$ cat config.mk
export PLATFORM = sky130hd
export DESIGN_NAME = controller
export DESIGN_NICKNAME = d
export VERILOG_FILES = /design/src/rtl/mips_pkg.sv /design/src/rtl/controller_aludec.sv /design/src/rtl/controller.sv
export SDC_FILE = /design/constraint.sdc
export NUM_CORES = 1
export LEC_CHECK = 0
export ABC_AREA = 1
export CAP_MARGIN = 10
export CORE_MARGIN = 2
export CORE_UTILIZATION = 39
export DETAILED_ROUTE_END_ITERATION = 16
export HOLD_SLACK_MARGIN = 0.15
export MAX_ROUTING_LAYER = met4
export PLACE_DENSITY = 0.84
export SLEW_MARGIN = 15
export SYNTH_ARGS = -nofsm -noshare
export SYNTH_HDL_FRONTEND = slang
export SYNTH_SLANG_ARGS = --single-unit
$ cat constraint.sdc
create_clock -name clk -period 2.65 [get_ports clk]
set_input_delay 0.53 -clock clk [delete_from_list [all_inputs] [get_ports clk]]
set_output_delay 0.53 -clock clk [all_outputs]
set_load 0.05 [all_outputs]
$ cat src/rtl/mips_pkg.sv
// mips_pkg: shared state, opcode, funct, aluop and alucontrol encodings for the TinyMIPS control path
package mips_pkg;
    typedef enum logic [3:0] {
        S_FETCH1  = 4'd0,
        S_FETCH2  = 4'd1,
        S_FETCH3  = 4'd2,
        S_FETCH4  = 4'd3,
        S_DECODE  = 4'd4,
        S_MEMADR  = 4'd5,
        S_LBRD    = 4'd6,
        S_LBWR    = 4'd7,
        S_SBWR    = 4'd8,
        S_RTYPEEX = 4'd9,
        S_RTYPEWR = 4'd10,
        S_BEQEX   = 4'd11,
        S_JEX     = 4'd12
    } state_t;

    typedef enum logic [1:0] {
        ALUOP_ADD   = 2'b00,
        ALUOP_SUB   = 2'b01,
        ALUOP_FUNCT = 2'b10
    } aluop_t;

    localparam logic [5:0] OP_LB    = 6'b100000;
    localparam logic [5:0] OP_SB    = 6'b101000;
    localparam logic [5:0] OP_RTYPE = 6'b000000;
    localparam logic [5:0] OP_BEQ   = 6'b000100;
    localparam logic [5:0] OP_J     = 6'b000010;

    localparam logic [5:0] FN_ADD = 6'b100000;
    localparam logic [5:0] FN_SUB = 6'b100010;
    localparam logic [5:0] FN_AND = 6'b100100;
    localparam logic [5:0] FN_OR  = 6'b100101;
    localparam logic [5:0] FN_SLT = 6'b101010;

    localparam logic [2:0] AC_AND = 3'b000;
    localparam logic [2:0] AC_OR  = 3'b001;
    localparam logic [2:0] AC_ADD = 3'b010;
    localparam logic [2:0] AC_SUB = 3'b110;
    localparam logic [2:0] AC_SLT = 3'b111;
endpackage

$ cat src/rtl/controller_aludec.sv
// aludec: maps aluop and funct to the 3-bit ALU operation code
//   aluop      in  2  add / sub / use funct
//   funct      in  6  instr[5:0]
//   alucontrol out 3  ALU operation
module aludec
    import mips_pkg::*;
(
    input  aluop_t     aluop,
    input  logic [5:0] funct,
    output logic [2:0] alucontrol
);
    logic [2:0] fn_ac;

    always_comb begin
        fn_ac = funct == FN_SUB ? AC_SUB :
                funct == FN_AND ? AC_AND :
                funct == FN_OR  ? AC_OR  :
                funct == FN_SLT ? AC_SLT : AC_ADD;
        alucontrol = aluop == ALUOP_FUNCT ? fn_ac :
                     aluop == ALUOP_SUB   ? AC_SUB : AC_ADD;
    end
endmodule

$ cat src/rtl/controller.sv
// controller: multicycle Moore FSM sequencing byte-wise fetch, decode, execute and writeback
//   clk, reset (async, active-low)
//   op, funct, zero              from datapath
//   memread, memwrite, alusrca, alusrcb, iord, irwrite, memtoreg,
//   regdst, regwrite, pcsource, pcen, alucontrol   to datapath
module controller
    import mips_pkg::*;
(
    input  logic       clk,
    input  logic       reset,
    input  logic [5:0] op,
    input  logic [5:0] funct,
    input  logic       zero,
    output logic       memread,
    output logic       memwrite,
    output logic       alusrca,
    output logic [1:0] alusrcb,
    output logic       iord,
    output logic [3:0] irwrite,
    output logic       memtoreg,
    output logic       regdst,
    output logic       regwrite,
    output logic [1:0] pcsource,
    output logic       pcen,
    output logic [2:0] alucontrol
);
    state_t state_q, state_d;
    aluop_t aluop;
    logic   pcwrite, pcwritecond;

    always_ff @(posedge clk or negedge reset)
        if (!reset) state_q <= S_FETCH1;
        else        state_q <= state_d;

    always_comb begin
        state_d     = S_FETCH1;
        aluop       = ALUOP_ADD;
        memread     = 1'b0;
        memwrite    = 1'b0;
        alusrca     = 1'b0;
        alusrcb     = 2'b00;
        iord        = 1'b0;
        irwrite     = 4'b0000;
        memtoreg    = 1'b0;
        regdst      = 1'b0;
        regwrite    = 1'b0;
        pcsource    = 2'b00;
        pcwrite     = 1'b0;
        pcwritecond = 1'b0;
        case (state_q)
            S_FETCH1, S_FETCH2, S_FETCH3, S_FETCH4: begin
                memread = 1'b1;
                alusrcb = 2'b01;
                pcwrite = 1'b1;
                irwrite = 4'b0001 << state_q[1:0];
                state_d = state_q == S_FETCH4 ? S_DECODE : state_t'(state_q + 4'd1);
            end
            S_DECODE: begin
                alusrcb = 2'b11;
                state_d = op == OP_LB || op == OP_SB ? S_MEMADR  :
                          op == OP_RTYPE             ? S_RTYPEEX :
                          op == OP_BEQ               ? S_BEQEX   :
                          op == OP_J                 ? S_JEX     : S_FETCH1;
            end
            S_MEMADR: begin
                alusrca = 1'b1;
                alusrcb = 2'b10;
                state_d = op == OP_LB ? S_LBRD : S_SBWR;
            end
            S_LBRD: begin
                memread = 1'b1;
                iord    = 1'b1;
                state_d = S_LBWR;
            end
            S_LBWR: begin
                regwrite = 1'b1;
                memtoreg = 1'b1;
            end
            S_SBWR: begin
                memwrite = 1'b1;
                iord     = 1'b1;
            end
            S_RTYPEEX: begin
                alusrca = 1'b1;
                aluop   = ALUOP_FUNCT;
                state_d = S_RTYPEWR;
            end
            S_RTYPEWR: begin
                regwrite = 1'b1;
                regdst   = 1'b1;
            end
            S_BEQEX: begin
                alusrca     = 1'b1;
                aluop       = ALUOP_SUB;
                pcwritecond = 1'b1;
                pcsource    = 2'b01;
            end
            S_JEX: begin
                pcwrite  = 1'b1;
                pcsource = 2'b10;
            end
            default: state_d = S_FETCH1;
        endcase
    end

    // Branch enable follows zero combinationally so the PC only moves on a taken BEQ.
    assign pcen = pcwrite | (pcwritecond & zero);

    aludec u_aludec (
        .aluop      (aluop),
        .funct      (funct),
        .alucontrol (alucontrol)
    );
endmodule

==> impl_metrics.csv <==
group,metric,value,unit
sta,timing.fmax,391,MHz
global_routing,grt_first_pass_wirelength,3020,um
sta,hold_ws,0.491,ns
sta,skew,0.00306,ns
layout,final_core_util,72.0,%
synth,synthCells,101,
floorplanning,die_h,42.0,um
global_routing,grt_pass1_vias,737,
detailed_routing,dr.first_iter.drc_count,21,
global_routing,grt.total_usage,22.8,%
pwr,power_switching,729,uW
layout,largest_reg_flops,4,
worst_setup_path,worst-setup-path-type,"reg -> out",
pwr,p_seq_share,10.4,%
layout,area_growth,68.8,%
global_routing,grt-ovfl-total,0,
sta,worstMarginPinSlew,0.516,ns
synth,synth_seq_area_share,17.8,%
detailed_routing,wl,1740,um
sta,slew_headroom,65.5,%
pwr,pwr-share-comb,82.9,%
pwr,p_clk_share,6.8,%
layout,top_regs,"state_q (4)",
placed_design,routabilityCongestion,0.795,
clock_network,clockRootBuffer,"clkbuf_4",
floorplanning,ioPinCount,34,
detailed_routing,route.detailed.drc,0,
clock_network,cts_max_path_buffers,2,
floorplanning,die_area,1760,um^2
layout,layout_common_cells,"nand2_1, clkdlybuf4s50_1, inv_1",
clock_network,cts_tree,"done",
detailed_routing,antenna_left,0,
global_routing,grt_max_degree,7,
worst_hold_path,min-delay-path-class,"in -> async",
synth,yosys_warnings,0,
floorplanning,coreArea,1320,um^2
synth,synth_fp_nets,120,
synth,ys_ff_latch,4,
worst_setup_path,cp-start-kind,"register",
pwr,p_sw_share,63.3,%
detailed_routing,first_pass_iters,4,
clock_network,cts_buffers,3,
pwr,powerDensity,1220,nW/um^2
detailed_routing,dr_total_vias,729,
clock_network,clock_latency,0.24,ns
clock_network,postCtsResizedCells,0,
sta,final_max_slew_viol_count,0,
detailed_routing,wl_per_cell,11.4,um
sta,setup_viol,0,
placed_design,dp_hpwl,1530,um
pwr,internal_power,424,uW
layout,diodes,0,
worst_setup_path,required,2.12,ns
synth,ys_types,16,
sta,min_period_over_period,96.5,%
layout,fillers,122,
clock_network,clkTransAtPathRegs,0.04,ns
layout,top_register,"state_q",
run,max_cap_viol_count,0,
floorplanning,start_util,42.6,%
clock_network,cts.sinks,4,
global_routing,antenna_found_initial,0,
synth,synth_area_per_cell,5.56,um^2
detailed_routing,viasPerCell,4.80,
pwr,vdd_ir_drop_max,0.000506,V
layout,final_nets,158,
clock_network,cts_setup_buffers,0,
worst_setup_path,endpoint_kind,"primary output",
worst_setup_path,worst_ep_arrival_time,2.03,ns
layout,drive_gt1_share,14.6,%
sta,fin_setup_tns,0,ns
worst_setup_path,reg2reg_slack,1.36,ns
sta,hold_viol,0,
pwr,leakagePower,0.000537,uW
outcome,outcome,"finished, final reports clean",
clock_network,cts_hold_buf,0,
sta,fin_crit,2.56,ns
placed_design,port_buffers,33,
clock_network,htreeDepth,1,
synth,syn_area,562,um^2
worst_setup_path,crit_fanout,5,
floorplanning,fp.dieW,42.0,um
floorplanning,rows,13,
-- per-stage QoR --
stage	setup WS [ns]	std cells	instance area [um^2]	power (uW)
floorplan	0.288	101	562	790
global placement	0.357	149	918	1060
detailed placement	0.267	149	918	1080
CTS	0.00686	152	941	1160
global route	-0.0120	152	948	1220
finish	0.0930	152	948	1150
-- final cells by class --
| class | count | area [um^2] | share of cell area (%) |
|---|---|---|---|
| Timing Repair Buffer | 33 | 345 | 36.4 |
| Tap cell | 15 | 18.8 | 1.98 |
| Inverter | 23 | 86.3 | 9.10 |
| Clock buffer | 3 | 22.5 | 2.37 |
| Sequential cell | 4 | 100 | 10.6 |
| Multi-Input combinational cell | 74 | 375 | 39.6 |
-- Yosys cell counts --
master	count	share of area [%]
nand3_2	2	3.6
dfrtp_1	4	18
clkinv_1	1	0.67
nand3_1	14	12
o21ai_0	3	2.7
nor2_4	1	2.0
nor2_2	3	3.3
ha_1	4	8.9
nor2_1	18	12
nand2_1	23	15
nand4_1	3	3.3
inv_1	19	13
inv_2	3	2.0
o22ai_1	1	1.1
nand2_2	1	1.1
nor3_1	1	0.89
-- worst max-delay path: stages, from the launching register on --
cell	delay, ns
dfrtp_1	0.37
ha_1	0.28
inv_1	0.12
o22ai_1	0.19
clkdlybuf4s50_1	0.83
-- kinds of logic after synthesis --
family	Yosys count	synth area share, %
fa+ha+maj	4	8.91
flops	4	17.8
compound gates	4	3.79
simple gates	66	54.1
buf+inv	23	15.4
-- final timing paths --
| check | start | end | cells after the start |
|---|---|---|---|
| max in group asynchronous | reset | state_q[2] | 1 |
| worst max register to register | state_q[0] | state_q[1] | 7 |
| worst min register to register | state_q[0] | state_q[0] | 3 |
| worst max-delay path | state_q[0] | regwrite | 4 |
| worst min-delay path | reset | state_q[0] | 1 |
| min in group clk | state_q[0] | state_q[0] | 3 |
-- routing by layer --
| metal | wire length, um | global-route usage [%] | vias up |
|---|---|---|---|
| met5 | 0 | - | - |
| met3 | 107 | 3.04 | 4 |
| li1 | - | - | 386 |
| met1 | 663 | 22.0 | 312 |
| met2 | 931 | 43.8 | 27 |
| met4 | 34 | 11.0 | 0 |
-- power groups by stage --
| stage | clock network, uW | logic (uW) | registers, uW |
|---|---|---|---|
| 3_3_place_gp | 0 | 939 | 118 |
| 6_report | 78.1 | 955 | 119 |
| 3_5_place_dp | 0 | 960 | 120 |
| 2_1_floorplan | 0 | 677 | 113 |
| 5_1_grt | 79.1 | 1020 | 125 |
| 4_1_cts | 80.5 | 962 | 119 |
No activity file was read; power rests on OpenSTA's default activity.
